==> src/rtl/led_scan_if.sv <==
// Bundles the frame-buffer read port, the LED pin group and the status
// outputs of the LED scan sequencer.
// Read port timing: fb_data must present the word at fb_addr exactly one
// clock after fb_addr changes, and hold it while fb_addr is unchanged.
// There is no valid/ready pairing. The controller owns the address, and the
// memory side answers with a fixed one-cycle latency.
interface led_scan_if #(
  parameter int COLS = 64,
  parameter int BITS = 8
);
  localparam int AW = $clog2(BITS) + 4 + $clog2(COLS);

  logic          en;
  logic [AW-1:0] fb_addr;
  logic [23:0]   fb_data;
  logic [23:0]   led_data;
  logic          LED_CLK;
  logic          LED_LT;
  logic          LED_OE;
  logic [3:0]    LED_A;
  logic          busy;
  logic          frame_done;
  logic [2:0]    state_dbg;

  modport master (
    input  en, fb_data,
    output fb_addr, led_data, LED_CLK, LED_LT, LED_OE, LED_A, busy,
           frame_done, state_dbg
  );

  modport slave (
    output en, fb_data,
    input  fb_addr, led_data, LED_CLK, LED_LT, LED_OE, LED_A, busy,
           frame_done, state_dbg
  );
endinterface

==> src/rtl/led_scan_ctrl.sv <==
// HUB75-style scan sequencer for four panels. Rows are scanned 0..15 in the
// outer loop and bit planes 0..BITS-1 in the inner loop. Each row-plane unit
// goes through prefetch, shift, wait, blank and latch. A free-running on-timer
// applies the BCM on-time of the previously latched plane while the next
// plane is being shifted in.
module led_scan_ctrl #(
  parameter int COLS    = 64,
  parameter int BITS    = 8,
  parameter int OE_BASE = 8
) (
  input  logic FPGA_CLK0,
  input  logic FPGA_RST,
  led_scan_if.master bus
);
  localparam int CW = $clog2(COLS);
  localparam int PW = $clog2(BITS);
  localparam int AW = PW + 4 + CW;
  localparam int TW = $clog2(OE_BASE) + BITS;

  typedef enum logic [2:0] {
    S_IDLE     = 3'd0,
    S_PREFETCH = 3'd1,
    S_SHIFT    = 3'd2,
    S_WAIT     = 3'd3,
    S_BLANK    = 3'd4,
    S_LATCH    = 3'd5
  } state_t;

  state_t          state_q, state_d;
  logic [CW-1:0]   col_q, col_d;
  logic            phase_q, phase_d;
  logic [3:0]      row_q, row_d;
  logic [PW-1:0]   plane_q, plane_d;
  logic [AW-1:0]   fb_addr_q, fb_addr_d;
  logic [23:0]     led_data_q, led_data_d;
  logic            led_clk_q, led_clk_d;
  logic            led_lt_q, led_lt_d;
  logic [3:0]      led_a_q, led_a_d;
  logic            frame_done_q, frame_done_d;
  logic [TW-1:0]   timer_q;

  logic last_plane;
  logic last_unit;
  logic timer_ends;

  assign last_plane = (plane_q == PW'(BITS - 1));
  assign last_unit  = last_plane && (row_q == 4'd15);
  // The on-time is over by the next cycle: the timer is already 0, or it is 1
  // and reaches 0 on this edge. Leaving for BLANK here makes BLANK the first
  // dark cycle.
  assign timer_ends = (timer_q <= TW'(1));

  // State and registered pin outputs.
  always_ff @(posedge FPGA_CLK0) begin
    if (FPGA_RST) begin
      state_q      <= S_IDLE;
      col_q        <= '0;
      phase_q      <= 1'b0;
      row_q        <= '0;
      plane_q      <= '0;
      fb_addr_q    <= '0;
      led_data_q   <= '0;
      led_clk_q    <= 1'b0;
      led_lt_q     <= 1'b0;
      led_a_q      <= '0;
      frame_done_q <= 1'b0;
    end else begin
      state_q      <= state_d;
      col_q        <= col_d;
      phase_q      <= phase_d;
      row_q        <= row_d;
      plane_q      <= plane_d;
      fb_addr_q    <= fb_addr_d;
      led_data_q   <= led_data_d;
      led_clk_q    <= led_clk_d;
      led_lt_q     <= led_lt_d;
      led_a_q      <= led_a_d;
      frame_done_q <= frame_done_d;
    end
  end

  // Next-state and next-output logic. Each pin value set here appears one
  // cycle later, so data loaded in the even phase shows one cycle before the
  // LED_CLK rise set in the odd phase.
  always_comb begin
    state_d      = state_q;
    col_d        = col_q;
    phase_d      = phase_q;
    row_d        = row_q;
    plane_d      = plane_q;
    fb_addr_d    = fb_addr_q;
    led_data_d   = led_data_q;
    led_clk_d    = 1'b0;
    led_lt_d     = 1'b0;
    led_a_d      = led_a_q;
    frame_done_d = 1'b0;
    unique case (state_q)
      S_IDLE: begin
        if (bus.en) begin
          fb_addr_d = {plane_q, row_q, CW'(0)};
          state_d   = S_PREFETCH;
        end
      end
      S_PREFETCH: begin
        col_d   = '0;
        phase_d = 1'b0;
        state_d = S_SHIFT;
      end
      S_SHIFT: begin
        if (!phase_q) begin
          led_data_d = bus.fb_data;
          fb_addr_d  = {plane_q, row_q, col_q + CW'(1)};
          phase_d    = 1'b1;
        end else begin
          led_clk_d = 1'b1;
          phase_d   = 1'b0;
          col_d     = col_q + CW'(1);
          if (col_q == CW'(COLS - 1)) begin
            state_d = timer_ends ? S_BLANK : S_WAIT;
          end
        end
      end
      S_WAIT: begin
        if (timer_ends) begin
          state_d = S_BLANK;
        end
      end
      S_BLANK: begin
        led_lt_d = 1'b1;
        led_a_d  = row_q;
        state_d  = S_LATCH;
      end
      S_LATCH: begin
        if (last_plane) begin
          plane_d = '0;
          row_d   = row_q + 4'd1;
        end else begin
          plane_d = plane_q + PW'(1);
        end
        fb_addr_d    = {plane_d, row_d, CW'(0)};
        frame_done_d = last_unit;
        state_d      = (last_unit && !bus.en) ? S_IDLE : S_PREFETCH;
      end
      default: state_d = S_IDLE;
    endcase
  end

  // BCM on-timer: loaded at latch with the on-time of the plane just latched,
  // then counts down to 0 regardless of the sequencer state.
  always_ff @(posedge FPGA_CLK0) begin
    if (FPGA_RST) begin
      timer_q <= '0;
    end else if (state_q == S_LATCH) begin
      timer_q <= TW'(OE_BASE) << plane_q;
    end else if (timer_q != '0) begin
      timer_q <= timer_q - TW'(1);
    end
  end

  assign bus.fb_addr    = fb_addr_q;
  assign bus.led_data   = led_data_q;
  assign bus.LED_CLK    = led_clk_q;
  assign bus.LED_LT     = led_lt_q;
  assign bus.LED_OE     = (timer_q == '0);
  assign bus.LED_A      = led_a_q;
  assign bus.busy       = (state_q != S_IDLE);
  assign bus.frame_done = frame_done_q;
  assign bus.state_dbg  = state_q;
endmodule
==> src/flat_wrapper.sv <==
// flat-port wrapper written by rule: the top's interface ports become plain ports
module led_scan_ctrl_flat 
#(
  parameter int COLS    = 64,
  parameter int BITS    = 8,
  parameter int OE_BASE = 8
)
  (FPGA_CLK0, FPGA_RST, bus_en, bus_fb_data, bus_fb_addr, bus_led_data, bus_LED_CLK, bus_LED_LT, bus_LED_OE, bus_LED_A, bus_busy, bus_frame_done, bus_state_dbg);
  led_scan_if #(.COLS(COLS), .BITS(BITS)) bus_i ();
  input  logic FPGA_CLK0;
  input  logic FPGA_RST;
  input wire logic [$bits(bus_i.en)-1:0] bus_en;
  input wire logic [$bits(bus_i.fb_data)-1:0] bus_fb_data;
  output wire logic [$bits(bus_i.fb_addr)-1:0] bus_fb_addr;
  output wire logic [$bits(bus_i.led_data)-1:0] bus_led_data;
  output wire logic [$bits(bus_i.LED_CLK)-1:0] bus_LED_CLK;
  output wire logic [$bits(bus_i.LED_LT)-1:0] bus_LED_LT;
  output wire logic [$bits(bus_i.LED_OE)-1:0] bus_LED_OE;
  output wire logic [$bits(bus_i.LED_A)-1:0] bus_LED_A;
  output wire logic [$bits(bus_i.busy)-1:0] bus_busy;
  output wire logic [$bits(bus_i.frame_done)-1:0] bus_frame_done;
  output wire logic [$bits(bus_i.state_dbg)-1:0] bus_state_dbg;
  assign bus_i.en = bus_en;
  assign bus_i.fb_data = bus_fb_data;
  assign bus_fb_addr = bus_i.fb_addr;
  assign bus_led_data = bus_i.led_data;
  assign bus_LED_CLK = bus_i.LED_CLK;
  assign bus_LED_LT = bus_i.LED_LT;
  assign bus_LED_OE = bus_i.LED_OE;
  assign bus_LED_A = bus_i.LED_A;
  assign bus_busy = bus_i.busy;
  assign bus_frame_done = bus_i.frame_done;
  assign bus_state_dbg = bus_i.state_dbg;
  led_scan_ctrl #(.COLS(COLS), .BITS(BITS), .OE_BASE(OE_BASE)) u_core (.FPGA_CLK0(FPGA_CLK0), .FPGA_RST(FPGA_RST), .bus(bus_i));
endmodule
==> config.mk <==
export PLATFORM = sky130hd
export DESIGN_NAME = led_scan_ctrl_flat
export DESIGN_NICKNAME = d
export VERILOG_FILES = /design/src/rtl/led_scan_if.sv /design/src/rtl/led_scan_ctrl.sv /design/src/flat_wrapper.sv
export SDC_FILE = /design/constraint.sdc
export NUM_CORES = 1
export LEC_CHECK = 0
export BUFFER_PORTS_ARGS = -buffer_cell sky130_fd_sc_hd__buf_2
export CAP_MARGIN = 20
export CORE_MARGIN = 2
export CORE_UTILIZATION = 46
export CTS_BUF_LIST = sky130_fd_sc_hd__clkbuf_4 sky130_fd_sc_hd__clkbuf_8
export CTS_CLUSTER_SIZE = 30
export DETAILED_ROUTE_END_ITERATION = 8
export PLACE_DENSITY = 0.66
export SKIP_LAST_GASP = 1
export SLEW_MARGIN = 25
export SYNTH_ARGS = -nofsm -noshare
export SYNTH_HDL_FRONTEND = slang
export SYNTH_SLANG_ARGS = --single-unit
==> constraint.sdc <==
create_clock -name FPGA_CLK0 -period 2.1 [get_ports FPGA_CLK0]
set_input_delay 0.42 -clock FPGA_CLK0 [delete_from_list [all_inputs] [get_ports FPGA_CLK0]]
set_output_delay 0.42 -clock FPGA_CLK0 [all_outputs]
set_load 0.05 [all_outputs]
Word level (Yosys, flattened, before mapping):

Index checks and enable logic that the tools add are counted.

* flip-flop bits (word level): 72
* bits of input ports: 27
* output and inout port bits: 49
* word-level logic and storage cells: 70

* add/sub/neg operators: 4
* magnitude comparators: 1
* equality and inequality tests: 13
* shift operators: 1
* mux-type cells: 20
* bitwise gates (word level): 3
* reductions and logical operators: 16

Operators by type and width (count)
* $pmux 13 s3: 1
* $mux 13: 2
* $mux 11: 2
* $mux 3: 6
* $pmux 3 s6: 1
* $pmux 6 s2: 1
* $le 11x1->1 const B: 1
* $logic_not 11->1: 1
* $reduce_bool 11->1: 1
* $shl 4x3->11 const A: 1
* $sub 11x1->11 const B: 1
* $eq 3x3->1 const B: 3
* $add 6x1->6 const B: 1
* $eq 3x2->1 const B: 2
* $eq 6x6->1 const B: 1
* $mux 6: 1
* $ne 2x1->1 const B: 3
* $reduce_bool 3->1: 2
* $add 4x1->4 const B: 1
* $eq 4x4->1 const B: 1
* $mux 1: 4
* $mux 4: 1
* $ne 2x2->1 const B: 2
* $reduce_and 2->1: 2
* 11 further kinds: 16

Longest topological paths before layout:

* depth in word-level cells: 5
* depth in mapped cells: 7

Least setup slack after synthesis:

OpenSTA, ideal clock, no wires.

* path type: flip-flop to output port
* start: register u_core.timer_q[0]
* end: output port bus_LED_OE
* arrival time: 1.523 ns
* required time: 1.680 ns
* path slack: 0.157 ns
* stages on the path, launching flop included: 6
* path buffers: 0
* path through: dfxtp_1 inv_1 ha_1 nor4b_2 nand3_2 inv_1

* word-level cells in the longest chain between the ends: 1

RTL lines
* start, declared: RTL line led_scan_ctrl.sv:40 `logic [TW-1:0] timer_q;`
* start signal, assigned: RTL line led_scan_ctrl.sv:154 `timer_q <= TW'(OE_BASE) << plane_q;`
* start signal, assigned: RTL line led_scan_ctrl.sv:156 `timer_q <= timer_q - TW'(1);`
* $logic_not 11->1: RTL line led_scan_ctrl.sv:164 `assign bus.LED_OE = (timer_q == '0);`
* end, declared: RTL line flat_wrapper.sv:18 `output wire logic [$bits(bus_i.LED_OE)-1:0] bus_LED_OE;`

No other way between the ends.

Worst setup path after layout:

* start: register u_core.timer_q[1]
* end: output port bus_LED_OE

The elaborated chain is that of the path after synthesis.

==> metrics.yaml <==
global_route_wire_length_before_repair_um: 12000
layout.filler_cells: 656
crit_path_cell_trace: "inv_1, ha_1, nor4b_4, nand3_2, inv_2, buf_6"
placeableCoreArea_sq_um: 6720
synthDistinctLibCells: 49
total_placed_cells_including_tap_cells: 523
outcome: "completed"
ys_dominant_reg_cell: "sky130_fd_sc_hd__dfxtp_1"
drt_pass_1_iters: 4
route.detailed.wl_per_inst_um: 13.7
route.final.wire_length_um: 7410
r2r_start: "u_core.timer_q[1]"
power_per_cell_area_nw_per_um2: 1350
synthesized_area_fraction_occupied_by_and_or_nand_nor_cells_pct: 26.2
cts_root_buf: "sky130_fd_sc_hd__clkbuf_8"
num_antenna_cells: 0
hold_slack_ns: 0.300
tritoncts: "done"
endpoint_kind: "output pin"
grt-ovfl-total: 0
floorplan.io_pins: 76
timing.final.hold_violations: 0
yosys_reg_bits: 72
worstPathRequired_ns: 1.68
final-seq-area_sq_um: 1440
floorplan.initialDensity_pct: 47.1
reg2reg_slack_ns: 0.29
hp-class: "in -> reg"
drc_violations_left: 0
clk-insertion-delay-late_ns: 0.35
areaGrowthSynthToFinish_pct: 22.5
arrival_ns: 1.63
worst_path_dominant_cell_family: "simple AND/OR/NAND/NOR gates"
cts_hold_repair.buffers: 0
gp_routability_congestion: 0.935
cp_max_fo: 5
gr-usage-all-layers_pct: 20.0
worstSetupEndpoint: "bus_LED_OE"
fraction_of_layout_instances_using_a_drive_strength_above_1_pct: 26.0
slowest_delay_ns: 0.34
synth_warnings: 0
synth_compound_area_share_pct: 15.9
post_detailed_route_count_of_antenna_violating_nets: 0
crit_buf_inv: 3
multi_input_area_sq_um: 1610
drt_first_iter_violations: 184
grt_antenna_before_repair: 0
synth_area_per_cell_sq_um: 8.39
timing.hold.worst.start: "bus_fb_data[6]"
synth_area_sq_um: 3160
h-tree-depth: 3
timing.rr.end: "u_core.timer_q[4]"
p_total_w: 0.00522
critical_path.slowest_cell: "sky130_fd_sc_hd__dfxtp_1"
static-leakage-power_nw: 1.65
finalSetupViolCount: 0
edff_count_synth: 0
max-slew-margin-rel_pct: 63.5
finalWorstPathRequiredPeriod_ns: 2.05
dpl.hpwl_um: 5170
ys_async_sr_fraction_pct: 0
tightestPinTransition_ns: 0.548
setup_slack_ns: 0.0462
timing.max_cap.violations: 0
nets: 495
area_share_of_fa_ha_maj_cells_after_synthesis_pct: 4.35
timing.fmax_mhz: 487
die-height_um: 86.9
port-buffer-count: 75
cp.depth: 6
worst_r2r_path_depth: 6
syn-instance-count: 377
max-vdd-ir-drop_mv: 0.675
final_min_period_over_clock_period_pct: 97.8
fp.dieW_um: 86.9
std_cell_rows: 30
worst_setup_hold_path_clk_slew_ns: 0.07
muxShareOfSynthArea_pct: 1.94
area_of_the_die_sq_um: 7560
cts.path.max_buffers: 2
post-place-ws_ns: 0.160
fin_worst_skew_ns: 0.00596
first_global_vias: 2637
post_synthesis_xor_xnor_area_fraction_pct: 2.21
worst_setup_path_startpoint: "u_core.timer_q[1]"
path_class: "reg -> out"
grt_max_degree: 33
tritoncts_sink_count: 72
synth_fp_nets: 415
final_cell_count_no_fill: 542
synth_top_family_by_area: "simple AND/OR/NAND/NOR gates"
via_count: 2888
critical_path.startpoint_type: "flip-flop"
vias_per_cell: 5.33
yosysSeqAreaShare_pct: 45.6
drv_slew: 0
number_of_buffers_added_by_the_clock_tree_synthesis_step: 9
-- flip-flops by register name, indices dropped and copies added, names as in the netlist --
signal,count
u_core.bus.LED_A,4
u_core.bus.LED_CLK,1
u_core.bus.LED_LT,1
u_core.bus.fb_addr,13
u_core.bus.frame_done,1
u_core.bus.led_data,24
u_core.bus.state_dbg,3
u_core.col_q,6
u_core.phase_q,1
u_core.plane_q,3
u_core.row_q,4
u_core.timer_q,11
-- cell families (layout without fill, tap and decap cells) --
group                    count (synthesis)  in the layout
AND/OR/NAND/NOR                        166            166
AO/OA/AOI/OAI                           84             84
XOR/XNOR                                 8              8
flip-flops                              72             72
buffers and inverters                   30            115
adder cells (fa/ha/maj)                 11             11
multiplexers                             6              6
-- layout by cell type (no fill, tap or decap), types with 5 or more instances in the layout --
cell type                   n
sky130_fd_sc_hd__xnor2_1    5
sky130_fd_sc_hd__nand4_1    8
sky130_fd_sc_hd__clkbuf_8  12
sky130_fd_sc_hd__buf_2     74
sky130_fd_sc_hd__buf_4     15
sky130_fd_sc_hd__nand3_1   16
sky130_fd_sc_hd__a211oi_1  10
sky130_fd_sc_hd__a21oi_1   47
sky130_fd_sc_hd__nand2b_1   5
sky130_fd_sc_hd__nor2_1    25
sky130_fd_sc_hd__inv_1      7
sky130_fd_sc_hd__o21ai_0    8
sky130_fd_sc_hd__ha_1      11
sky130_fd_sc_hd__dfxtp_1   70
sky130_fd_sc_hd__nor3_1    13
sky130_fd_sc_hd__mux2i_1    5
sky130_fd_sc_hd__nand2_1   66
-- routing by layer --
layer	track usage, %	vias to the layer above	part of all wire (%)
li1	-	1484	-
met1	26.9	1321	47
met2	30.2	70	46
met3	4.74	13	5.0
met4	9.23	0	1.6
met5	0	-	0
-- worst reg2reg max path, cell delays in order (launching register included) --
cell and delay [ns]:
sky130_fd_sc_hd__dfxtp_1 0.34, sky130_fd_sc_hd__inv_1 0.10, sky130_fd_sc_hd__ha_1 0.25, sky130_fd_sc_hd__or3b_2 0.52, sky130_fd_sc_hd__a211oi_1 0.25, sky130_fd_sc_hd__a211oi_1 0.09, sky130_fd_sc_hd__nor3_1 0.19
-- worst min-delay path by stage --
stage                                    to  slack (ns)  cells past startpoint
floorplan                   u_core.col_q[1]        0.45                      2
global placement    u_core.bus.led_data[15]        0.44                      2
detailed placement  u_core.bus.led_data[17]        0.44                      2
CTS                  u_core.bus.led_data[8]        0.29                      3
global route         u_core.bus.led_data[8]        0.29                      3
finish               u_core.bus.led_data[6]        0.30                      3
-- cell type report --
| cell class | count | area share (%) |
|---|---|---|
| clock buffers | 14 | 4.65 |
| clock inverters | 2 | 0.323 |
| inverters | 9 | 0.872 |
| multi-input cells | 275 | 41.6 |
| flip-flops and latches | 72 | 37.3 |
| well taps | 80 | 2.58 |
| repair buffers | 90 | 12.8 |
-- report_power, final --
| part | total [W] | switching, W | internal [W] |
|---|---|---|---|
| clock | 0.00105 | 0.000494 | 0.000551 |
| combinational | 0.00233 | 0.00154 | 0.000790 |
| sequential | 0.00184 | 0.000236 | 0.00161 |
-- cells in the mapped netlist (all sizes together) (4+ instances only) --
| cell type | n | area [sq um] |
|---|---|---|
| dfxtp | 72 | 1440 |
| nand2 | 66 | 248 |
| a21oi | 47 | 235 |
| nor2 | 27 | 106 |
| nand3 | 17 | 90.1 |
| clkbuf | 13 | 48.8 |
| nor3 | 13 | 65.1 |
| ha | 11 | 138 |
| a211oi | 10 | 75.1 |
| inv | 9 | 33.8 |
| o21ai | 9 | 45.0 |
| buf | 8 | 38.8 |
| nand4 | 8 | 50.1 |
| mux2i | 5 | 50.1 |
| nand2b | 5 | 31.3 |
| xnor2 | 5 | 43.8 |
| nand3b | 4 | 30.0 |
| nand4b | 4 | 35.0 |
| nor2b | 4 | 25.0 |
| nor4 | 4 | 31.3 |
-- per-stage QoR --
step	TNS [ns]	utilization [%]	cell area, sq um
after floorplan	0	-	3160
after global placement	0	54.2	3640
after detailed placement	0	54.2	3640
after CTS	0	57.3	3850
after global routing	-0.0637	57.7	3870
final	0	57.7	3870
-- what timing repair did --
item	4_1_cts	5_1_grt
setup buffers	0	3
resized for setup	3	4
pin swaps	0	0
setup endpoints to repair	1	4
endpoints found under the hold margin	0	0
Note: power is estimated with default switching activity, not from simulation.
